### config.mk
export PLATFORM = sky130hd
export DESIGN_NAME = dm_port_arbiter
export DESIGN_NICKNAME = d
export VERILOG_FILES = /design/src/rtl/dm_port_arbiter.sv
export SDC_FILE = /design/constraint.sdc
export NUM_CORES = 1
export LEC_CHECK = 0
export ABC_AREA = 1
export ABC_CLOCK_PERIOD_IN_PS = 7480
export BUFFER_PORTS_ARGS = -buffer_cell sky130_fd_sc_hd__buf_2
export CORE_AREA = 2 2 102 104
export CTS_BUF_LIST = sky130_fd_sc_hd__clkbuf_8
export CTS_CLUSTER_SIZE = 24
export DETAILED_ROUTE_END_ITERATION = 12
export DIE_AREA = 0 0 104 106
export PLACE_DENSITY = 0.65
export SYNTH_ARGS = -nofsm -noshare
export SYNTH_HDL_FRONTEND = slang
export SYNTH_SLANG_ARGS = --single-unit
### constraint.sdc
create_clock -name clk -period 7.48 [get_ports clk]
set_input_delay 2.244 -clock clk [delete_from_list [all_inputs] [get_ports clk]]
set_output_delay 2.244 -clock clk [all_outputs]
set_load 0.02 [all_outputs]
### src/rtl/dm_port_arbiter.sv
// rtl/dm_port_arbiter.sv - CPU/DMA arbiter for the single-port data memory
module dm_port_arbiter #(
    parameter int ADDR_W       = 12,
    parameter int STARVE_LIMIT = 8,
    parameter int CNT_W        = 4
) (
    input  logic              clk,
    input  logic              reset,
    input  logic              cpu_req,
    input  logic              cpu_we,
    input  logic [31:0]       cpu_addr,
    input  logic [3:0]        cpu_be,
    input  logic [31:0]       cpu_wdata,
    output logic              cpu_gnt,
    output logic              cpu_stall,
    output logic              cpu_rvalid,
    input  logic              dma_req,
    input  logic              dma_we,
    input  logic [31:0]       dma_addr,
    input  logic [3:0]        dma_be,
    input  logic [31:0]       dma_wdata,
    output logic              dma_gnt,
    output logic              dma_rvalid,
    output logic [31:0]       rdata,
    output logic              addr_err,
    output logic              mem_en,
    output logic              mem_we,
    output logic [ADDR_W-1:0] mem_addr,
    output logic [3:0]        mem_be,
    output logic [31:0]       mem_wdata,
    input  logic [31:0]       mem_rdata
);

    logic             valid_q, valid_d;
    logic             owner_q, owner_d;
    logic [CNT_W-1:0] starve_cnt_q, starve_cnt_d;

    logic        pick_dma;
    logic        any_gnt;
    logic        g_we;
    logic [31:0] g_addr;
    logic [3:0]  g_be;
    logic [31:0] g_wdata;

    always_comb begin
        pick_dma = dma_req & (~cpu_req | (starve_cnt_q == CNT_W'(STARVE_LIMIT)));
        // Grants are forced low while reset is held so every output reads 0.
        cpu_gnt   = cpu_req & ~pick_dma & ~reset;
        dma_gnt   = pick_dma & ~reset;
        cpu_stall = cpu_req & ~cpu_gnt & ~reset;
        any_gnt   = cpu_gnt | dma_gnt;

        g_we    = dma_gnt ? dma_we    : cpu_we;
        g_addr  = dma_gnt ? dma_addr  : cpu_addr;
        g_be    = dma_gnt ? dma_be    : cpu_be;
        g_wdata = dma_gnt ? dma_wdata : cpu_wdata;

        addr_err  = any_gnt & (|g_addr[31:ADDR_W+2]);
        mem_en    = any_gnt & ~addr_err;
        mem_we    = mem_en & g_we;
        mem_addr  = mem_en ? g_addr[ADDR_W+1:2] : '0;
        mem_be    = mem_we ? g_be : 4'b0000;
        mem_wdata = mem_we ? g_wdata : 32'h0;

        valid_d = mem_en & ~g_we;
        owner_d = dma_gnt;

        starve_cnt_d = starve_cnt_q;
        if (~dma_req | dma_gnt) begin
            starve_cnt_d = '0;
        end else if (starve_cnt_q != CNT_W'(STARVE_LIMIT)) begin
            starve_cnt_d = starve_cnt_q + CNT_W'(1);
        end

        cpu_rvalid = valid_q & ~owner_q;
        dma_rvalid = valid_q & owner_q;
        rdata      = reset ? 32'h0 : mem_rdata;
    end

    always_ff @(posedge clk or posedge reset) begin
        if (reset) begin
            valid_q      <= 1'b0;
            owner_q      <= 1'b0;
            starve_cnt_q <= '0;
        end else begin
            valid_q      <= valid_d;
            owner_q      <= owner_d;
            starve_cnt_q <= starve_cnt_d;
        end
    end

endmodule

# Word level (Yosys, flattened, before mapping)
# Cells that the tools add are included.
[word_totals] output_inout_bits=88 input_bits=174 register_bits=6 word_cells=41
[classes] n_addsub=1 muxes=10 reduce_logical=2 eq_ne=2 bitwise_logic=23
[ops] cell="32-bit two-way mux" n=4
[ops] cell="18-bit OR reduction" n=1
[ops] cell="4-bit two-way mux" n=4
[ops] cell="1-bit AND" n=12
[ops] cell="12-bit two-way mux" n=1
[ops] cell="1-bit NOT" n=8
[ops] cell="4-bit by 1-bit adder with 4-bit output (second input constant)" n=1
[ops] cell="4-bit equality test (second input constant)" n=1
[ops] cell="4-bit != test (second input constant)" n=1
[ops] cell="1-bit OR" n=3
[ops] cell="2-bit nonzero test" n=1
[ops] cell="1-bit two-way mux" n=1

# Longest topological paths before layout
# Gate-level depths: netlist of the first run.
[logic_depth] depth_word=12 depth_mapped=11 ltp_nobuf=10

# Worst setup path after synthesis of the first run
# No wires, ideal clock.
[synth_path] kind="input port to output port" from="in reset" to="out mem_wdata[10]" t_required_ns=5.236 slack_ns=1.716 path_buffers=3 path_stages=8 arrival_time_ns=3.520 path_cell_list="clkbuf_1 inv_2 buf_2 buf_2 nand4_1 nand2_1 inv_1 nor3_1"
[synth_via] elab_chain_len=9 elab_cells_between_ends=13 classes_between="mux: 4; bitwise: 8; reduce/logical: 1"
[synth_lines] element="start, declared" line_no="8" rtl="input logic reset,"
[synth_lines] element="1-bit NOT (*)" line_no="48, 49"
[synth_lines] element="1-bit AND" line_no="49" rtl="dma_gnt = pick_dma & ~reset;"
[synth_lines] element="32-bit two-way mux" line_no="54" rtl="g_addr = dma_gnt ? dma_addr : cpu_addr;"
[synth_lines] element="18-bit OR reduction" line_no="58" rtl="addr_err = any_gnt & (|g_addr[31:ADDR_W+2]);"
[synth_lines] element="1-bit AND" line_no="58"
[synth_lines] element="1-bit NOT" line_no="59" rtl="mem_en = any_gnt & ~addr_err;"
[synth_lines] element="1-bit AND" line_no="59"
[synth_lines] element="1-bit AND" line_no="60" rtl="mem_we = mem_en & g_we;"
[synth_lines] element="32-bit two-way mux (*)" line_no="63" rtl="mem_wdata = mem_we ? g_wdata : 32'h0;"
[synth_lines] element="end, declared" line_no="30" rtl="output logic [31:0] mem_wdata,"
# Mark *: on every way between the ends. The rest lies on a longest branch, timed or not.

# Worst setup path after layout of the first run
[layout_path] from="in reset" to="out mem_wdata[11]"
# The elaborated chain is that of the path after synthesis.

==> run_results.csv, run 1 <==
group,metric,value,unit
cts,cts.clk_slew.worst_paths,40,ps
critical_path,cp-start-kind,"input port",
sta,period_minus_slack,6380,ps
drt,drc_errors,0,
grt,grt_remaining_overflow,0,
drt,drt_iter0_drc,133,
die,fp.dieW,104,um
cts,clk_latency,220,ps
pwr,powerDensity,67.9,nW/um2
cells_and_area,area_growth,70.2,%
grt,grt_max_degree,44,
cts,htree_levels,1,
pwr,internal_power,129,uW
synth,yosysWarnings,0,
cts,cts_tree,"done",
place,gp_congestion,0.745,
critical_path,worstSetupPathType,"in -> out",
die,io_pins,262,
die,die_y,106,um
place,io_buffers,257,
sta,setup_viol,0,
cells_and_area,multi_input_area,1370,um2
hold_path,hp-class,"reg -> reg",
run,max_cap_viol_count,0,
cells_and_area,seqCellArea,150,um2
critical_path,cp_data_required_time,5240,ps
drt,drt-wirelength-per-cell,10.8,um
cells_and_area,nNetsFinal,806,
synth,yosysSeqAreaShare,7.58,%
grt,antenna_found_initial,0,
pwr,power,229,uW
die,die_area,11000,um2
sta,worstMarginPinSlew,562,ps
cells_and_area,diodes,0,
synth,syn_inst,392,
drt,drt_pre_antenna_iters,5,
sta,fin_skew,1.32,ps
cts,cts_root_buf,"clkbuf_8",
cts,postCtsSetupRepairBufs,0,
pwr,ir_worst_vdd,0.0413,mV
grt,first_global_vias,2955,
drt,drtAntennaViolNets,0,
critical_path,path_max_fanout,43,
pwr,leakagePower,0.00231,uW
critical_path,reg2reg_depth,11,
sta,fmax,0.157,GHz
sta,setup_tns,0,ps
die,fp-row-count,37,
grt,grt_pass1_wl,13.4,mm
cts,hold_buffers,0,
cts,cts_resized,0,
cells_and_area,fill_cells,1184,
cts,clock_path_buffers,2,
drt,vias_per_cell,4.15,
pwr,p_sw,99.4,uW
critical_path,crit_arrival,4130,ps
die,coreArea,10000,um2
sta,fin_ws,1100,ps
synth,syn_area,1980,um2
pwr,switching_share,43.4,%
synth,syn_nets,568,
cells_and_area,final_layout_size_suffix_gt1_share,47.1,%
place,place_ws,1080,ps
synth,syn_avg_cell_area,5.05,um2
place,dp_hpwl,6.45,mm
run_status,status,"completed",
critical_path,endpoint_kind,"output pin",
cts,cts_buffers,3,
synth,ys_ff_latch,6,
sta,fin_crit_sh,85.2,%
drt,vias,3168,
sta,relSlewSlack,62.5,%
sta,rsz0062_at_grt,"no",
sta,hold_violations,0,
pwr,pwr-share-comb,63.3,%
cts,clock-sinks,6,
drt,wl,8.26,mm
die,initial_core_util,19.8,%
synth,ys_types,24,
pwr,power_frac_clock,21.2,%
hold_path,holdPathStages,2,
grt,grt_usage,14.4,%
sta,drv_slew,0,
pwr,seqPwrFrac,15.6,%
[layer usage]
layer,GRT usage (%),wire (um)
met5,0,0
met4,3.19,41
met3,2.33,619
met2,27.4,4110
met1,17.0,3490
[flip-flops by register name, indices dropped and copies added (netlist names)]
name,count
starve_cnt_q,4
owner_q,1
valid_q,1
[cells by family after synthesis]
| logic type | after synthesis | synth area share [%] |
|---|---|---|
| buffers and inverters | 112 | 24.0 |
| XOR/XNOR | 2 | 0.885 |
| adder cells (fa/ha/maj) | 2 | 1.26 |
| AND/OR/NAND/NOR | 253 | 61.8 |
| AO/OA/AOI/OAI | 17 | 4.42 |
| flip-flops | 6 | 7.58 |
[Yosys cell counts]
master	instances	area (um2)
a21oi_1	15	75.1
buf_4	3	22.5
o31ai_1	1	7.51
nor3_2	19	190
and2_0	1	6.26
inv_1	77	289
nand2_1	112	420
nand3_4	1	17.5
inv_2	4	15.0
buf_2	17	85.1
nor2_1	56	210
nand3_2	2	20.0
nor3_1	17	85.1
clkbuf_1	8	30.0
nand4_1	37	231
xor2_1	2	17.5
buf_6	3	33.8
dfrtp_1	6	150
nand2_2	1	6.26
and2_1	1	6.26
o21ai_1	1	5.00
or2_2	1	6.26
ha_1	2	25.0
nand3_1	5	25.0
[power groups by stage]
stage               Sequential [uW]  Clock, uW  Combinational (uW)
CTS                            35.6       50.9                 147
detailed placement             36.1          0                 146
global route                   36.0       55.0                 164
global placement               36.0          0                 145
finish                         35.6       48.4                 145
floorplan                      35.7          0                82.6
[cell usage in the layout, fill, tap and decap left out]
cell,count
and2_0,1
nand3_1,5
buf_4,7
clkbuf_8,3
inv_2,4
o21ai_4,1
nand3_4,1
nor3_1,17
inv_1,77
nand4_1,37
or2_2,1
xor2_1,2
dfrtp_1,6
nand2_2,1
nand3_2,2
nand2_1,112
a21oi_1,15
buf_2,257
nor2_1,56
and2_1,1
o31ai_1,1
nor3_2,19
ha_1,2
[cell type report]
cell class	instances	share of cell area, %
multi-input cells	274	40.5
repair buffers	264	39.7
inverters	81	9.02
well taps	136	5.05
flip-flops and latches	6	4.45
clock buffers	3	1.22
[stage by stage]
| step | utilization [%] | hold WS, ps | instance area [um2] | std cells |
|---|---|---|---|---|
| 2_1_floorplan | - | 548 | 1980 | 392 |
| 3_3_place_gp | 33.3 | 586 | 3330 | 761 |
| 3_5_place_dp | 33.3 | 582 | 3330 | 761 |
| 4_1_cts | 33.7 | 588 | 3370 | 764 |
| 5_1_grt | 33.7 | 634 | 3370 | 764 |
| 6_report | 33.7 | 589 | 3370 | 764 |
[path summary, 6_finish.rpt]
check	to	from	slack (ps)
min	starve_cnt_q[1]	starve_cnt_q[1]	590
max in group asynchronous	owner_q	reset	4680
max	mem_wdata[11]	reset	1100
max reg2reg	valid_q	starve_cnt_q[0]	5210
min in group asynchronous	starve_cnt_q[2]	reset	2480
min reg2reg	starve_cnt_q[1]	starve_cnt_q[1]	590
[critical path, stage by stage]
cell and delay, ps:
buf_2 280, inv_2 160, buf_4 430, nand2_1 140, nand2_1 130, nand3_2 100, buf_4 240, nor3_1 180
buf_2 200
No activity file was read; power rests on OpenSTA's default activity.
==> inputs of run 2 (changes only) <==
ABC_CLOCK_PERIOD_IN_PS = 5800   (was 7480)
CORE_AREA = 2 2 101 103   (was 2 2 102 104)
DIE_AREA = 0 0 103 105   (was 0 0 104 106)
PLACE_DENSITY = 0.68   (was 0.65)
clock period = 5.8 ns   (was 7.48 ns; I/O delays follow)
==> run 2 against run 1 <==
  * Critical path depth decreased by 2
  * Via count grew 1.7%
  * Utilization rose by 1.4 points
  * Flip-flop and latch count unchanged
  * Final area grew 0.33%
  * Total power rose by 31%
  * Sequential power up 29%
  * Combinational power up 32%
  * Sequential share of layout area about the same
  * Register-to-register slack lost 2000 ps
  * Die area fell by 1.9%
  * Non-clock buffer count rose by 2
==> run_results.csv, run 2 (synthesis results as in run 1) <==
group,metric,value,unit
critical_path,worstSetupPathType,"in -> out",
grt,grt_remaining_overflow,0,
cells_and_area,nNetsFinal,808,
sta,setup_tns,0,ps
die,coreArea,9640,um2
drt,drt_pre_antenna_iters,6,
drt,vias,3221,
sta,worstMarginPinSlew,928,ps
grt,use_met2,31.2,%
pwr,leakagePower,0.00232,uW
sta,drv_slew,0,
grt,antenna_found_initial,0,
die,die_y,105,um
critical_path,cp_data_required_time,4060,ps
cts,postCtsSetupRepairBufs,0,
cells_and_area,area_growth,70.8,%
sta,hold_violations,0,
sta,fin_ws,465,ps
critical_path,crit_arrival,3590,ps
pwr,powerDensity,88.5,nW/um2
place,io_buffers,257,
sta,fin_skew,0.0990,ps
pwr,ir_worst_vdd,0.0426,mV
hold_path,hp-class,"reg -> reg",
die,initial_core_util,20.5,%
cts,cts_buffers,3,
drt,drc_errors,0,
sta,relSlewSlack,37.9,%
sta,period_minus_slack,5330,ps
drt,drt-wirelength-per-cell,11.9,um
grt,first_global_vias,3011,
run_status,status,"completed",
critical_path,cp-start-kind,"input port",
sta,fin_crit_sh,92.0,%
drt,wl,9.05,mm
cells_and_area,top_regs,"starve_cnt_q x4, owner_q x1, valid_q x1",
cts,cts.clk_slew.worst_paths,30,ps
sta,rsz0062_at_grt,"no",
grt,use_met1,17.3,%
cells_and_area,postLayoutCellArea,3380,um2
sta,setup_viol,0,
place,dp_hpwl,7.17,mm
run,max_cap_viol_count,0,
cts,clock_path_buffers,2,
cells_and_area,final_common_cell,"buf_2",
grt,grt_use_met3,1.67,%
die,fp.dieW,103,um
drt,vias_per_cell,4.22,
cells_and_area,mostFrequentLayoutCells,"buf_2 (257), nand2_1 (112), inv_1 (77)",
place,place_ws,448,ps
cts,hold_buffers,0,
place,gp_congestion,0.777,
cts,clock-sinks,6,
grt,top_usage_layer,"met2",
cts,cts_resized,0,
cells_and_area,largest_register,"starve_cnt_q",
critical_path,path_max_fanout,27,
cells_and_area,largest_reg_flops,4,
cells_and_area,final_layout_size_suffix_gt1_share,47.3,%
grt,grt_max_degree,51,
cts,cts_tree,"done",
critical_path,endpoint_kind,"output pin",
grt,grt_usage,15.7,%
critical_path,rrSetupSlack,3220,ps
cts,htree_levels,1,
cts,cts_root_buf,"clkbuf_8",
cells_and_area,fill_cells,1138,
cts,clk_latency,220,ps
die,die_area,10800,um2
sta,fmax,0.187,GHz
drt,drt_iter0_drc,168,
place,dpl-instance-area,3340,um2
die,fp-row-count,36,
cells_and_area,diodes,0,
drt,drtAntennaViolNets,0,
grt,grt_pass1_wl,13.8,mm
die,io_pins,262,
run 2: changes by cell type in the layout (fill, tap and decap cells not counted), sizes merged:
cell  before  now
buf      264  266
run 2: power breakdown:
| part | switching [uW] | internal, uW | leakage, uW |
|---|---|---|---|
| Sequential | 1.72 | 44.2 | 0.0000811 |
| Clock | 16.8 | 44.5 | 0.0000216 |
| Combinational | 112 | 79.7 | 0.00222 |
run 2: stage by stage:
step,hold WS (ps),utilization [%],instances,total power (uW)
floorplan,548,-,392,153
global placement,580,34.7,760,239
detailed placement,580,34.7,760,240
CTS,592,35.1,763,303
global route,638,35.1,763,327
finish,589,35.1,763,299
run 2: worst paths after layout:
| check | from | cells after the start | to |
|---|---|---|---|
| max | cpu_req | 7 | mem_wdata[0] |
| min | starve_cnt_q[1] | 2 | starve_cnt_q[1] |
| max reg2reg | starve_cnt_q[0] | 11 | valid_q |
| min reg2reg | starve_cnt_q[1] | 2 | starve_cnt_q[1] |
| max in group asynchronous | reset | 3 | starve_cnt_q[3] |
| min in group asynchronous | reset | 3 | starve_cnt_q[1] |
run 2: area by class of cell:
type	count	area, um2	area share, %
inverter	81	304	8.99
timing repair buffer	266	1350	40.0
multi-input combinational	274	1370	40.4
clock buffer	3	41.3	1.22
tap	133	166	4.92
sequential	6	150	4.44
run 2: critical path, stage by stage:
cell	delay (ps)
buf_2	120
nand2_2	90
nand3_4	240
o21ai_4	810
buf_4	320
nor3_1	70
buf_2	180
run 2: layer usage:
metal | vias up | part of all wire, %
met2 | 152 | 52
met1 | 1381 | 40
met5 | - | 0
met4 | 0 | 0.77
li1 | 1681 | -
met3 | 7 | 7.2
==> inputs of run 3 (changes only) <==
CORE_AREA = 5 5 98 100   (was 2 2 101 103)
PLACE_DENSITY = 0.74   (was 0.68)
REMOVE_ABC_BUFFERS = 1   (was default)
==> run 3 against run 2 <==
  * Clock skew increased by 4.3 ps
  * Sequential power about the same
  * Utilization increased by 4.1 points
  * Final area decreased by 0.55%
  * Via count decreased by 1.1%
  * Worst hold slack improved by 10 ps
  * Sequential share of layout area about the same
  * Total power decreased by 0.14%
  * Global-route usage about the same
  * Cell count decreased by 3.3%
  * Setup slack improved by 98 ps
  * Critical path type unchanged
  * Largest cell class unchanged
==> run_results.csv, run 3 (synthesis results as in run 1) <==
group,metric,value,unit
die,die_area,10800,um2
cts,cts_tree,"done",
drt,met3_length,948,um
place,io_buffers,257,
cells_and_area,final_common_cell,"buf_2",
hold_path,hp-class,"reg -> reg",
cells_and_area,nNetsFinal,808,
drt,wl,9.25,mm
sta,fmax,0.191,GHz
cells_and_area,seqCellArea,150,um2
place,dpl-instance-area,3320,um2
critical_path,cp-start-kind,"input port",
place,dp_hpwl,7.65,mm
pwr,powerDensity,88.8,nW/um2
cells_and_area,area_growth,69.8,%
cells_and_area,fill_cells,982,
cells_and_area,multi_input_area,1370,um2
critical_path,crit_arrival,3500,ps
hold_path,hold_end,"starve_cnt_q[3]",
die,io_pins,262,
drt,vias_per_cell,4.31,
die,fp-row-count,34,
grt,grt_max_degree,39,
pwr,leakagePower,0.00232,uW
critical_path,path_max_fanout,36,
cts,cts.clk_slew.worst_paths,40,ps
critical_path,worstSetupPathType,"in -> out",
cts,htree_levels,1,
critical_path,cp_data_required_time,4060,ps
critical_path,r2r-start,"starve_cnt_q[0]",
grt,first_global_vias,2929,
drt,drc_errors,0,
hold_path,min_from,"starve_cnt_q[3]",
die,fp.dieW,103,um
drt,m1WireLength,3.49,mm
sta,fin_ws,563,ps
sta,fin_crit_sh,90.3,%
cells_and_area,utilization,39.1,%
critical_path,endpoint_kind,"output pin",
run_status,status,"completed",
cells_and_area,final_layout_size_suffix_gt1_share,47.3,%
cells_and_area,top_regs,"starve_cnt_q x4, owner_q x1, valid_q x1",
place,gp_congestion,0.790,
grt,grt_pass1_wl,13.9,mm
sta,rsz0062_at_grt,"no",
grt,grt_remaining_overflow,0,
die,initial_core_util,23.0,%
drt,drt-wirelength-per-cell,12.5,um
cts,cts_resized,0,
cts,cts_root_buf,"clkbuf_8",
sta,period_minus_slack,5240,ps
sta,fin_skew,4.45,ps
drt,routed.top_layer,"met4",
pwr,ir_worst_vdd,0.0462,mV
drt,wl_met2,4.79,mm
sta,drv_slew,0,
cells_and_area,mostFrequentLayoutCells,"buf_2 (257), nand2_1 (112), inv_1 (77)",
drt,drt_iter0_drc,111,
die,coreArea,8590,um2
cells_and_area,diodes,0,
place,place_ws,517,ps
sta,setup_viol,0,
drt,vias,3184,
sta,hold_violations,0,
cts,postCtsSetupRepairBufs,0,
drt,drtAntennaViolNets,0,
cts,cts_buffers,3,
cells_and_area,largest_reg_flops,4,
hold_path,holdPathStages,2,
critical_path,r2r-end,"valid_q",
grt,grt_usage,15.7,%
sta,relSlewSlack,66.6,%
cells_and_area,postLayoutCellArea,3360,um2
cts,clock-sinks,6,
run,max_cap_viol_count,0,
cts,clk_latency,220,ps
critical_path,rrSetupSlack,3320,ps
critical_path,reg2reg_depth,11,
sta,worstMarginPinSlew,498,ps
cts,hold_buffers,0,
drt,drt_pre_antenna_iters,4,
cts,clock_path_buffers,2,
critical_path,cp-startpoint,"cpu_req",
grt,antenna_found_initial,0,
die,die_y,105,um
cells_and_area,largest_register,"starve_cnt_q",
[run 3: cell count changes in the layout (fill, tap and decap cells not counted)]
| cell | delta |
|---|---|
| buf_12 | +1 |
| buf_4 | -1 |
[run 3: area by class of cell]
cell class | instances | area share [%]
clock buffer | 3 | 1.23
multi-input combinational | 274 | 40.6
timing repair buffer | 266 | 40.6
tap | 108 | 4.02
inverter | 81 | 9.04
sequential | 6 | 4.46
[run 3: worst max-delay path: stages]
cell     delay (ps)
buf_2           120
nand2_2          80
nand3_4         220
inv_2           200
nand2_1         140
nand3_2         300
buf_12          300
nor3_1          170
buf_2           200
[run 3: power breakdown]
part	leakage [uW]	internal [uW]	total, uW	switching (uW)
combinational	0.00222	80.2	190	110
sequential	0.0000811	44.2	46.0	1.82
clock	0.0000216	44.6	62.4	17.8
[run 3: metal layers]
layer	track usage [%]	vias up
li1	-	1680
met1	18.8	1342
met2	29.2	157
met3	3.33	5
met4	1.48	0
met5	0	-
[run 3: how the worst max path moves through the flow]
stage                         end  slack, ps  depth (start not counted)
detailed placement      mem_be[3]        520                          9
global placement        mem_be[3]        520                          9
finish              mem_wdata[31]        560                          9
CTS                     mem_be[3]        510                          9
floorplan               mem_be[0]       -960                          4
global route        mem_wdata[11]        380                          9
[run 3: through the flow]
stage / TNS [ps] / hold WS [ps] / power, uW / std cells
finish: 0 / 600 / 299 / 738
global route: 0 / 623 / 328 / 738
CTS: 0 / 600 / 303 / 738
detailed placement: 0 / 582 / 238 / 735
global placement: 0 / 578 / 237 / 735
floorplan: -32930 / 548 / 137 / 361
